--- config.mk ---
export PLATFORM = sky130hd
export DESIGN_NAME = q_event_monitor
export DESIGN_NICKNAME = d
export VERILOG_FILES = /design/src/rtl/q_event_monitor_pkg.sv /design/src/rtl/q_event_monitor_fifo.sv /design/src/rtl/q_event_monitor.sv
export SDC_FILE = /design/constraint.sdc
export NUM_CORES = 1
export LEC_CHECK = 0
export ABC_CLOCK_PERIOD_IN_PS = 2900
export BUFFER_PORTS_ARGS = -buffer_cell sky130_fd_sc_hd__buf_2
export CORE_MARGIN = 1.5
export CORE_UTILIZATION = 31
export CTS_CLUSTER_DIAMETER = 100
export DETAILED_ROUTE_END_ITERATION = 6
export PLACE_DENSITY = 0.54
export SETUP_SLACK_MARGIN = 0.05
export SYNTH_ARGS = -nofsm -noshare
export SYNTH_HDL_FRONTEND = slang
export SYNTH_SLANG_ARGS = --single-unit
--- constraint.sdc ---
create_clock -name clk -period 2.9 [get_ports clk]
set_input_delay 0.29 -clock clk [delete_from_list [all_inputs] [get_ports clk]]
set_output_delay 0.29 -clock clk [all_outputs]
set_load 0.05 [all_outputs]
--- src/rtl/q_event_monitor_pkg.sv ---
// Shared types and constants for the Q-state event monitor.
package common;

  typedef enum logic [1:0] {
    MON_IDLE  = 2'd0,
    MON_TRACK = 2'd1,
    MON_STALL = 2'd2
  } monitor_states;

  typedef struct packed {
    logic [2:0]  code;
    logic [12:0] gap;
  } event_rec_t;

  localparam int unsigned GAP_MAX = 8191;
  localparam logic [2:0]  Q_DONE  = 3'b111;

endpackage

--- src/rtl/q_event_monitor_fifo.sv ---
// Small first-word-fall-through record buffer; the head entry is presented combinationally.
module event_fifo #(
  parameter int DEPTH = 4,
  parameter int WIDTH = 16
) (
  input  logic             clk,
  input  logic             rstN,
  input  logic             flush,
  input  logic             push,
  input  logic             pop,
  input  logic [WIDTH-1:0] din,
  output logic [WIDTH-1:0] dout,
  output logic             full,
  output logic             empty
);

  localparam int AW = (DEPTH > 1) ? $clog2(DEPTH) : 1;
  localparam logic [AW:0] DEPTH_C = DEPTH[AW:0];

  logic [WIDTH-1:0] mem [DEPTH];
  logic [AW-1:0]    wr_ptr_reg;
  logic [AW-1:0]    rd_ptr_reg;
  logic [AW:0]      count_reg;
  logic             do_push;
  logic             do_pop;

  assign full    = (count_reg == DEPTH_C);
  assign empty   = (count_reg == '0);
  assign do_pop  = pop && !empty;
  // A full buffer still takes a push when the head leaves in the same cycle.
  assign do_push = push && (!full || do_pop);

  always_ff @(posedge clk or negedge rstN) begin
    if (!rstN) begin
      wr_ptr_reg <= '0;
      rd_ptr_reg <= '0;
      count_reg  <= '0;
    end else if (flush) begin
      wr_ptr_reg <= '0;
      rd_ptr_reg <= '0;
      count_reg  <= '0;
    end else begin
      if (do_push) wr_ptr_reg <= wr_ptr_reg + 1'b1;
      if (do_pop)  rd_ptr_reg <= rd_ptr_reg + 1'b1;
      count_reg <= count_reg + (AW+1)'(do_push) - (AW+1)'(do_pop);
    end
  end

  always_ff @(posedge clk) begin
    if (do_push && !flush) mem[wr_ptr_reg] <= din;
  end

  assign dout = empty ? '0 : mem[rd_ptr_reg];

endmodule

--- src/rtl/q_event_monitor.sv ---
// Watches the upstream sequence FSM state Q: logs transitions with inter-event gaps,
// counts completed sequences and flags a state that stays nonzero for too long.
module q_event_monitor
  import common::*;
#(
  parameter int TIMEOUT    = 255,
  parameter int FIFO_DEPTH = 4
) (
  input  logic        clk,
  input  logic        rstN,
  input  logic [2:0]  Q,
  input  logic        clr,
  output logic [15:0] evt_data,
  output logic        evt_valid,
  input  logic        evt_ready,
  output logic [7:0]  done_cnt,
  output logic        stall,
  output logic        overflow
);

  localparam logic [11:0] TIMEOUT_C = 12'(TIMEOUT);
  localparam logic [12:0] GAP_MAX_C = 13'(GAP_MAX);

  logic [2:0]    q_prev_reg;
  logic [12:0]   gap_reg, gap_next;
  logic [11:0]   timer_reg, timer_next;
  logic [7:0]    done_cnt_reg, done_cnt_next;
  logic          overflow_reg, overflow_next;
  monitor_states state_reg, state_next;

  logic          evt_edge;
  logic          fifo_push, fifo_pop, fifo_full, fifo_empty;
  event_rec_t    rec;

  assign evt_edge  = (Q != q_prev_reg);
  assign rec       = '{code: Q, gap: gap_reg};
  assign fifo_push = evt_edge && !clr;
  assign fifo_pop  = evt_valid && evt_ready;

  event_fifo #(
    .DEPTH (FIFO_DEPTH),
    .WIDTH ($bits(event_rec_t))
  ) u_fifo (
    .clk   (clk),
    .rstN  (rstN),
    .flush (clr),
    .push  (fifo_push),
    .pop   (fifo_pop),
    .din   (rec),
    .dout  (evt_data),
    .full  (fifo_full),
    .empty (fifo_empty)
  );

  always_comb begin
    gap_next      = (gap_reg == GAP_MAX_C) ? gap_reg : gap_reg + 13'd1;
    done_cnt_next = done_cnt_reg + 8'(evt_edge && (Q == Q_DONE));
    overflow_next = overflow_reg | (fifo_push && fifo_full && !fifo_pop);
    state_next    = state_reg;
    timer_next    = timer_reg;
    if (evt_edge) gap_next = 13'd1;

    case (state_reg)
      MON_IDLE: begin
        timer_next = '0;
        if (Q != 3'b000) state_next = MON_TRACK;
      end
      MON_TRACK: begin
        if (Q == 3'b000) begin
          state_next = MON_IDLE;
          timer_next = '0;
        end else if (evt_edge) begin
          timer_next = '0;
        end else begin
          timer_next = timer_reg + 12'd1;
          if (timer_next == TIMEOUT_C) state_next = MON_STALL;
        end
      end
      MON_STALL: begin
        if (evt_edge) begin
          timer_next = '0;
          state_next = (Q != 3'b000) ? MON_TRACK : MON_IDLE;
        end
      end
      default: begin
        state_next = MON_IDLE;
        timer_next = '0;
      end
    endcase

    // Clear overrides every update; q_prev still tracks Q so the discarded edge is not replayed.
    if (clr) begin
      gap_next      = '0;
      done_cnt_next = '0;
      overflow_next = 1'b0;
      state_next    = MON_IDLE;
      timer_next    = '0;
    end
  end

  always_ff @(posedge clk or negedge rstN) begin
    if (!rstN) begin
      q_prev_reg   <= 3'b000;
      gap_reg      <= '0;
      timer_reg    <= '0;
      done_cnt_reg <= '0;
      overflow_reg <= 1'b0;
      state_reg    <= MON_IDLE;
    end else begin
      q_prev_reg   <= Q;
      gap_reg      <= gap_next;
      timer_reg    <= timer_next;
      done_cnt_reg <= done_cnt_next;
      overflow_reg <= overflow_next;
      state_reg    <= state_next;
    end
  end

  assign evt_valid = !fifo_empty;
  assign done_cnt  = done_cnt_reg;
  assign stall     = (state_reg == MON_STALL);
  assign overflow  = overflow_reg;

endmodule

### Yosys cells after proc, flatten, opt, wreduce, memory -nomap -nowiden

Memories as Yosys holds them, arrays and structs flattened.
Index checks and enable logic that the tools add are counted.

| word-level totals | value |
|---|---|
| output and inout port bits | 27 |
| RAM bits | 64 |
| memories | 1 |
| word-level logic and storage cells | 76 |
| flip-flop bits (word level) | 46 |

Memories:

| name | depth | width | rd ports | clocked after memory_dff | wr ports | RTL line | source |
|---|---|---|---|---|---|---|---|
| u_fifo.mem | 4 | 16 | 1 | 0 | 1 | q_event_monitor_fifo.sv:20 | `logic [WIDTH-1:0] mem [DEPTH];` |

| cells by class | value |
|---|---|
| add/subtract/negate cells | 7 |
| reductions and logical operators | 20 |
| bitwise operators | 1 |
| mux-type cells | 26 |
| eq/ne operators | 12 |

Operators by type and width:

| operator | count |
|---|---|
| 12-bit two-way mux | 4 |
| 13-bit two-way mux | 3 |
| 12-bit one-hot mux with 2 select lines | 1 |
| 2-bit two-way mux | 10 |
| 16-bit two-way mux | 1 |
| 13-bit by 1-bit adder with 13-bit output, second input constant | 1 |
| 13-bit equality test, second input constant | 1 |
| 12-bit by 1-bit adder with 12-bit output, second input constant | 1 |
| 12-bit by 8-bit equality test with 1-bit output, second input constant | 1 |
| 8-bit by 1-bit adder with 8-bit output | 1 |
| 1-bit logical AND | 8 |
| 8-bit two-way mux | 1 |
| 4-bit inequality test, second input constant | 2 |
| 3-bit equality test, second input constant | 2 |
| 3-bit zero test | 2 |
| 3-bit inequality test, second input constant | 2 |
| 2-bit one-hot mux with 3 select lines | 1 |
| 2-bit by 1-bit adder with 2-bit output, second input constant | 2 |
| 1-bit zero test | 4 |
| 1-bit two-way mux | 4 |
| 4-bit AND reduction | 1 |
| 2-bit nonzero test | 2 |
| 3-bit by 1-bit adder with 3-bit output | 1 |
| 3-bit two-way mux | 1 |
| other kinds (9) | 9 |

### Longest topological paths before layout

Gate-level depths: netlist (run 1).

| logic depth | value |
|---|---|
| depth in word-level cells | 9 |
| depth in mapped cells | 10 |
| gate-level depth less buffers | 9 |

### Cells and area by module

From an unflattened synthesis (run 1), not the netlist that was laid out.

| unflattened totals | value |
|---|---|
| cells, all modules | 361 |
| area, all modules | 5,014.8 sq um |

Modules (own cells, without submodules):

| module | times used | cells an instance | seq. area each (sq um) | area each (sq um) |
|---|---|---|---|---|
| event_fifo | 1 | 147 | 2,097.0 | 2,994.1 |
| q_event_monitor | 1 | 214 | 975.9 | 2,020.7 |

### Worst setup path after synthesis (run 1)

OpenSTA, ideal clock, no wires.

| timing path | value |
|---|---|
| kind | reg2reg |
| start point | register u_fifo.count_reg[1] |
| end point | register u_fifo.count_reg[2] |
| arrival time | 2.131 ns |
| stages on the path, launching flop included | 11 |
| library setup time | 0.132 ns |
| setup slack | 0.637 ns |
| period minus slack after synthesis | 2.263 ns |
| required time | 2.768 ns |
| cell sequence | dfrtp_1 > or3_1 > clkbuf_1 > and2_1 > ha_1 > inv_1 > ha_1 > inv_1 > fa_1 > xnor2_1 > nor2_1 |

| on the way | value |
|---|---|
| word-level cells in the longest chain between the ends | 9 |
| elaborated cells between the ends (all ways) | 11 |
| those cells by class | 2 x add/sub; 1 x eq/ne; 1 x mux; 7 x reduce/logical |

Ends and longest elaborated chain:

| item | RTL line | source |
|---|---|---|
| start, declared | q_event_monitor_fifo.sv:23 | `logic [AW:0] count_reg;` |
| start signal, assigned | q_event_monitor_fifo.sv:45 | `count_reg <= count_reg + (AW+1)'(do_push) - (AW+1)'(do_pop);` |
| 3-bit zero test | q_event_monitor_fifo.sv:28 | `assign empty = (count_reg == '0);` |
| 1-bit zero test | q_event_monitor_fifo.sv:29, q_event_monitor.sv:119 |  |
| 1-bit logical AND | q_event_monitor.sv:38 | `assign fifo_pop = evt_valid && evt_ready;` |
| 1-bit logical AND | q_event_monitor_fifo.sv:29 | `assign do_pop = pop && !empty;` |
| 1-bit logical OR | q_event_monitor_fifo.sv:31 | `assign do_push = push && (!full \|\| do_pop);` |
| 1-bit logical AND | q_event_monitor_fifo.sv:31 |  |
| 3-bit by 1-bit adder with 3-bit output | q_event_monitor_fifo.sv:45 |  |
| 3-bit by 1-bit subtractor with 3-bit output * | q_event_monitor_fifo.sv:45 |  |
| 3-bit two-way mux * | q_event_monitor_fifo.sv:38 | `end else if (flush) begin` |

Mark *: on every way between the ends. The rest lies on a longest branch, timed or not.
A chain may end at the register's enable or synchronous reset.

### Worst setup path after layout (run 1)

| timing path | value |
|---|---|
| start point | register u_fifo.rd_ptr_reg[1] |
| end point | output evt_data[2] |

| on the way | value |
|---|---|
| word-level cells in the longest chain between the ends | 2 |

Ends and longest elaborated chain:

| item | RTL line | source |
|---|---|---|
| start, declared | q_event_monitor_fifo.sv:22 | `logic [AW-1:0] rd_ptr_reg;` |
| start signal, assigned | q_event_monitor_fifo.sv:44 | `if (do_pop) rd_ptr_reg <= rd_ptr_reg + 1'b1;` |
| memory 4 x 16 bit | -- |  |
| 16-bit two-way mux | q_event_monitor_fifo.sv:53 | `assign dout = empty ? '0 : mem[rd_ptr_reg];` |
| end, declared | q_event_monitor.sv:13 | `output logic [15:0] evt_data,` |

Every way passes these cells.

==> qor.csv, run 1 <==
stage;metric;value;unit
status;outcome;finished, final reports clean;
power;P_int;0.00293;W
setup_path;Data required, critical path;2610;ps
timing;Final Max Tran Viols;0;
power;Leak Pwr;2.22;nW
yosys;register bit total from synthesis;110;
routing;DR vias;2839;
final_layout;Nets;412;
final_layout;max reg flops;64;
worst_hold_path;min-delay src;Q[0];
die;Die H;128;um
yosys;Mean Syn Cell Area;13.9;sq um
yosys;Synth Flop Type;edfxtp_1;
power;power per cell area;779;nW/um^2
die;initial core utilization;31.9;%
setup_path;CP max stage delay;650;ps
clock_network;Sink Count;110;
setup_path;worst-path cell chain;buf_4 -> mux4_2 -> and2_1 -> buf_2;
routing;number of vias per cell;4.66;
die;num rows;45;
power;Sequential Power Share;42.5;%
timing;Period minus WS final;2310;ps
setup_path;Worst Path Max Fanout;10;
die;core area;15300;sq um
setup_path;WS Path Type;register to primary output;
clock_network;clock root cell;clkbuf_16;
timing;Setup WS post-layout;593;ps
global_route;number of global-route vias before repair;3038;
timing;unrepaired setup endpoints after global routing;false;
placed_design;DP Wirelength;6210;um
clock_network;Resized cells post-CTS;0;
final_layout;Design Area, Final;5640;sq um
yosys;mapped cell area;4870;sq um
routing;WL/cell;15.4;um
routing;drt pass-1 iters;4;
placed_design;Post-DP Area;5320;sq um
worst_hold_path;Hold Path Stages;1;
setup_path;CP delay by family, top;flip-flops;
power;Psw;0.00146;W
final_layout;Layout area overhead;15.7;%
global_route;pin count of the biggest net entering global routing;30;
die;die area;16500;sq um
setup_path;reg2reg start;u_fifo.count_reg[1];
timing;setup violators final;0;
final_layout;Finished Core Util;36.9;%
clock_network;CTS clock-pin slew for the worst setup and hold paths;70;ps
timing;Slew headroom;53.5;%
timing;clk_skew;5.42;ps
global_route;Global Route Usage Sum;12.8;%
yosys;Cells after Synth;351;
clock_network;total CTS buffers;9;
clock_network;CTS Hold Bufs;1;
yosys;total of warnings raised by yosys;0;
worst_hold_path;Hold WC Path Type;input pin to register;
setup_path;Buf+Inv Stages, Crit Path;2;
setup_path;crit path capture;evt_data[2];
yosys;share of synthesized registers carrying an async set or reset;41.8;%
clock_network;H-Tree Depth;3;
power;Clock power frac;28.7;%
clock_network;Post CTS Setup Buffer Count;0;
die;I/O Pins;34;
flow_run;max-cap violations;0;
final_layout;register area;3070;sq um
final_layout;commonest non-fill, non-tap cell in the layout;edfxtp_1;
global_route;initial antenna violation count;0;
setup_path;total stage count of the critical path;4;
timing;Max Freq;0.433;GHz
setup_path;Critical Path Start;u_fifo.rd_ptr_reg[1];
clock_network;Skew-Pair Late Insertion Delay;350;ps
routing;WL final;9380;um
placed_design;placer congestion estimate;0.728;
yosys;library cells used by synthesis;49;
routing;DRC Markers;0;
power;switching fraction of total power;33.3;%
power;Comb power frac;28.8;%
setup_path;worst-case reg-to-reg path depth;9;
yosys;sequential cell area fraction in the yosys report;63.1;%
power;Max VDD drop;0.372;mV
setup_path;CP Capture Type;primary output;
setup_path;Worst R2R End;u_fifo.count_reg[2];
timing;setup TNS;0;ps
clock_network;TritonCTS clock tree;built;
timing;Hold Fails Final Rpt;0;
routing;Detailed Route Iter0 Violations;180;
setup_path;CP arrival;2020;ps
placed_design;Port Buf Inserts;33;
timing;slew of the pin with the lowest slew margin;697;ps
final_layout;most frequent cells in the layout;edfxtp_1, dfrtp_1, buf_2;
setup_path;Reg2Reg Setup Slack;650;ps
timing;final period utilization;79.6;%
die;Die X;128;um
yosys;number of flops mapped to enable cells by yosys;64;
final_layout;share of layout cells above drive strength 1;21.9;%
final_layout;area of the multi-input gates;1690;sq um
yosys;Synthesized Nets;370;
setup_path;slowest stage cell, crit path;dfrtp_1;
final_layout;fillcell total;1484;
final_layout;Antenna Diode Count;0;
routing;final antenna-violating net count;0;
clock_network;Clock Path Buffers;2;
global_route;first-pass GRT wire length;16000;um
global_route;grt ovf;0;
setup_path;Setup crit start kind;register;
placed_design;Post-Place Worst Slack;664;ps
-- how the worst min path moves through the flow --
| stage | endpoint | slack [ps] |
|---|---|---|
| after floorplan | done_cnt[0] | -6 |
| after global placement | timer_reg[6] | 360 |
| after detailed placement | timer_reg[5] | 370 |
| after CTS | q_prev_reg[2] | 150 |
| after global routing | q_prev_reg[2] | 150 |
| final | q_prev_reg[0] | 160 |
-- worst register-to-register path, stage by stage, from the launching register on --
cell	delay (ps)
dfrtp_1	430
or3_1	370
and2_1	200
ha_1	270
inv_1	60
ha_1	130
inv_1	50
fa_1	380
xnor2_1	170
nor2_1	60
-- metal layers --
layer	track usage, %	share of wire, %	vias up
li1	-	-	1372
met1	16.4	46	1416
met2	21.4	50	44
met3	3.62	3.0	7
met4	3.44	1.0	0
met5	0	0	-
-- cell families (layout without fill, tap and decap cells) --
logic type               Yosys count  after routing  share of synthesized area (%)
flip-flops                       110            110                           63.1
AO/OA/AOI/OAI                     37             37                           5.22
AND/OR/NAND/NOR                  124            124                           14.0
buffers and inverters             26             73                           2.29
adder cells (fa/ha/maj)           12             12                           3.24
XOR/XNOR                          24             24                           4.32
multiplexers                      18             18                           7.81
-- power by group through the flow --
stage / combinational, W / sequential, W / clock, W
after CTS: 0.00130 / 0.00187 / 0.00130
final: 0.00126 / 0.00186 / 0.00126
after global routing: 0.00138 / 0.00188 / 0.00135
after global placement: 0.00128 / 0.00189 / 0
after floorplan: 0.000972 / 0.00188 / 0
after detailed placement: 0.00130 / 0.00190 / 0
-- final cells by class --
cell class,instances,area share (%)
flip-flops and latches,110,54.5
multi-input cells,215,29.9
repair buffers,46,4.71
well taps,211,4.68
clock buffers,11,4.31
clock inverters,5,1.13
inverters,11,0.733
-- stage by stage --
step           total power, W  hold slack (ps)  instances
5_1_grt               0.00462              149        609
6_report              0.00439              156        609
3_5_place_dp          0.00320              367        592
4_1_cts               0.00447              148        609
2_1_floorplan         0.00286            -5.59        351
3_3_place_gp          0.00317              363        592
-- synth_stat cells, types with 3 or more instances --
cell type,instances,area share (%)
xor2_1,11,2.0
and2_1,21,2.7
o21ai_1,5,0.51
nand2_1,10,0.77
a31oi_1,3,0.39
xnor2_1,13,2.3
nor4_1,3,0.39
inv_1,11,0.85
o21ai_0,5,0.51
nand3_1,12,1.2
nor2b_1,4,0.51
and4_1,3,0.54
and3_1,7,0.90
ha_1,11,2.8
mux4_2,16,7.4
a22o_1,4,0.72
edfxtp_1,64,39
a21oi_1,6,0.62
nor2_1,31,2.4
dfrtp_1,46,24
nor3_1,16,1.6
clkbuf_1,7,0.54
buf_2,5,0.51
a21o_1,5,0.77
Power figures use the tool's default switching activity.
==> inputs of run 2 (changes only) <==
--- a/config.mk
+++ b/config.mk
@@ -5,13 +5,13 @@
 export SDC_FILE = /design/constraint.sdc
 export NUM_CORES = 1
 export LEC_CHECK = 0
-export ABC_CLOCK_PERIOD_IN_PS = 2900
+export ABC_CLOCK_PERIOD_IN_PS = 2100
 export BUFFER_PORTS_ARGS = -buffer_cell sky130_fd_sc_hd__buf_2
 export CORE_MARGIN = 1.5
 export CORE_UTILIZATION = 31
 export CTS_CLUSTER_DIAMETER = 100
 export DETAILED_ROUTE_END_ITERATION = 6
-export PLACE_DENSITY = 0.54
+export PLACE_DENSITY = 0.55
 export SETUP_SLACK_MARGIN = 0.05
 export SYNTH_ARGS = -nofsm -noshare
 export SYNTH_HDL_FRONTEND = slang
==> constraint.sdc (replaced) <==
create_clock -name clk -period 2.1 [get_ports clk]
set_input_delay 0.21 -clock clk [delete_from_list [all_inputs] [get_ports clk]]
set_output_delay 0.21 -clock clk [all_outputs]
set_load 0.05 [all_outputs]
==> run 2 against run 1 <==
Compared with the run above: flip-flop and latch count unchanged; die area unchanged; worst hold slack got worse by 90 ps; sequential share of layout area decreased by 3.3 points; clock power increased by 29%; largest power group unchanged.
==> qor.csv, run 2 (synthesis gave the netlist of run 1 again) <==
stage;metric;value;unit;change
status;outcome;finished, final reports clean;;
setup_path;Worst Path Max Fanout;7;;-3
routing;WL final;9460;um;+0.78%
global_route;grt ovf;0;;unchanged
global_route;Global Route Usage Sum;12.2;%;-0.60 points
routing;number of vias per cell;4.67;;+0.22%
worst_hold_path;min-delay src;Q[2];;
clock_network;Skew-Pair Late Insertion Delay;350;ps;about the same
placed_design;placed cells;601;;+1.5%
final_layout;share of layout cells above drive strength 1;30.4;%;+8.6 points
global_route;initial antenna violation count;0;;unchanged
final_layout;max reg flops;64;;unchanged
placed_design;placer congestion estimate;0.760;;+4.5%
die;die area;16500;sq um;unchanged
power;switching fraction of total power;33.2;%;-0.090 points
setup_path;Worst R2R End;u_fifo.count_reg[1];;
setup_path;Setup crit start kind;register;;
timing;Max Freq;0.490;GHz;
die;core area;15300;sq um;unchanged
final_layout;commonest non-fill, non-tap cell in the layout;edfxtp_1;;
final_layout;Antenna Diode Count;0;;unchanged
timing;clk_skew;6.59;ps;+1.16 ps
timing;Period minus WS final;2040;ps;
setup_path;CP Capture Type;primary output;;
worst_hold_path;Hold WC Path Type;input pin to register;;
setup_path;reg2reg start;u_fifo.count_reg[2];;
placed_design;DP Wirelength;6260;um;+0.82%
setup_path;CP arrival;1830;ps;-190 ps
routing;DR vias;2906;;+2.4%
timing;Final Max Tran Viols;0;;unchanged
final_layout;Design Area, Final;6000;sq um;+6.4%
routing;WL/cell;15.2;um;-1.3%
clock_network;CTS clock-pin slew for the worst setup and hold paths;70;ps;about the same
power;Leak Pwr;2.35;nW;+5.9%
power;Clock power frac;24.7;%;-4.0 points
clock_network;H-Tree Depth;3;;unchanged
clock_network;TritonCTS clock tree;built;;
global_route;first-pass GRT wire length;15500;um;-2.9%
clock_network;Clock Path Buffers;2;;unchanged
final_layout;Layout area overhead;23.2;%;
clock_network;Sink Count;110;;unchanged
routing;drt pass-1 iters;4;;unchanged
power;Sequential Power Share;38.9;%;-3.6 points
placed_design;Post-DP Area;5470;sq um;+2.8%
clock_network;clock root cell;clkbuf_16;;
power;power per cell area;1100;nW/um^2;+42%
final_layout;fillcell total;1476;;-0.54%
timing;setup violators final;0;;unchanged
setup_path;Reg2Reg Setup Slack;80;ps;-570 ps
die;initial core utilization;31.9;%;unchanged
timing;slew of the pin with the lowest slew margin;479;ps;-218 ps
power;Psw;0.00220;W;+50%
global_route;pin count of the biggest net entering global routing;21;;-30%
flow_run;max-cap violations;0;;unchanged
routing;Detailed Route Iter0 Violations;152;;-16%
timing;unrepaired setup endpoints after global routing;true;;
timing;Hold Fails Final Rpt;0;;unchanged
clock_network;total CTS buffers;9;;unchanged
setup_path;Data required, critical path;1890;ps;-720 ps
die;I/O Pins;34;;unchanged
final_layout;most frequent cells in the layout;edfxtp_1, dfrtp_1, nor2_1;;
power;P_int;0.00442;W;+51%
global_route;number of global-route vias before repair;2963;;-2.5%
setup_path;worst-case reg-to-reg path depth;8;;-1
die;num rows;45;;unchanged
placed_design;Port Buf Inserts;33;;unchanged
power;Comb power frac;36.4;%;+7.6 points
setup_path;WS Path Type;register to primary output;;
routing;final antenna-violating net count;0;;unchanged
worst_hold_path;Hold Path Stages;1;;unchanged
timing;final period utilization;97.2;%;
timing;setup TNS;0;ps;unchanged
routing;DRC Markers;0;;unchanged
worst_hold_path;Hold Path End;q_prev_reg[2];;
die;Die H;128;um;unchanged
final_layout;Final Non-Filler Cells;622;;+2.1%
timing;Slew headroom;68.0;%;+14 points
power;Max VDD drop;0.490;mV;+32%
die;Die X;128;um;unchanged
final_layout;Nets;425;;+3.2%
## run 2: worst max path at each step
stage	to	cells past startpoint	start
3_5_place_dp	u_fifo.count_reg[1]	8	u_fifo.count_reg[2]
6_report	evt_data[2]	4	u_fifo.rd_ptr_reg[0]
3_3_place_gp	u_fifo.count_reg[1]	8	u_fifo.count_reg[2]
2_1_floorplan	u_fifo.count_reg[1]	9	u_fifo.count_reg[2]
5_1_grt	evt_data[2]	4	u_fifo.rd_ptr_reg[0]
4_1_cts	evt_data[2]	4	u_fifo.rd_ptr_reg[0]
## run 2: critical path: stages (launching register included)
cell and delay (ps):
dfrtp_2 470, buf_12 170, mux4_2 520, and2_4 180, buf_8 140
## run 2: layout make-up
type / count / area (sq um) / area share [%]
clock buffers: 10 / 229 / 3.82
clock inverters: 6 / 56.3 / 0.939
inverters: 11 / 43.8 / 0.730
multi-input cells: 215 / 1770 / 29.5
flip-flops and latches: 110 / 3070 / 51.3
well taps: 211 / 264 / 4.40
repair buffers: 59 / 563 / 9.39
## run 2: layer usage
metal  vias to the layer above  global-route usage (%)  routed length, um
met4                         0                    3.37                113
li1                       1401                       -                  -
met2                        36                    20.5               4650
met3                        11                    2.87                249
met5                         -                       0                  0
met1                      1458                    15.9               4440
## run 2: power groups by stage
stage / combinational (W) / sequential, W / clock [W]
floorplan: 0.00139 / 0.00260 / 0
global placement: 0.00192 / 0.00259 / 0
detailed placement: 0.00194 / 0.00260 / 0
CTS: 0.00197 / 0.00255 / 0.00168
global route: 0.00258 / 0.00260 / 0.00176
finish: 0.00241 / 0.00257 / 0.00163
## run 2: what timing repair did
item,CTS,global route
setup endpoints to repair,11,19
resized for setup,1,75
hold buffers,1,0
hold endpoints to repair,14,0
cloned,0,1
pin swaps,0,2
setup buffers,1,2
## run 2: stage by stage
stage / setup WS (ps) / hold slack (ps) / power, W / util, %
4_1_cts: 19.1 / 60.3 / 0.00620 / 37.8
5_1_grt: 11.0 / 66.1 / 0.00693 / 39.3
2_1_floorplan: 3.10 / -85.6 / 0.00399 / -
3_5_place_dp: 51.5 / 144 / 0.00454 / 35.8
3_3_place_gp: 92.8 / 147 / 0.00451 / 35.8
6_report: 59.8 / 65.5 / 0.00662 / 39.3
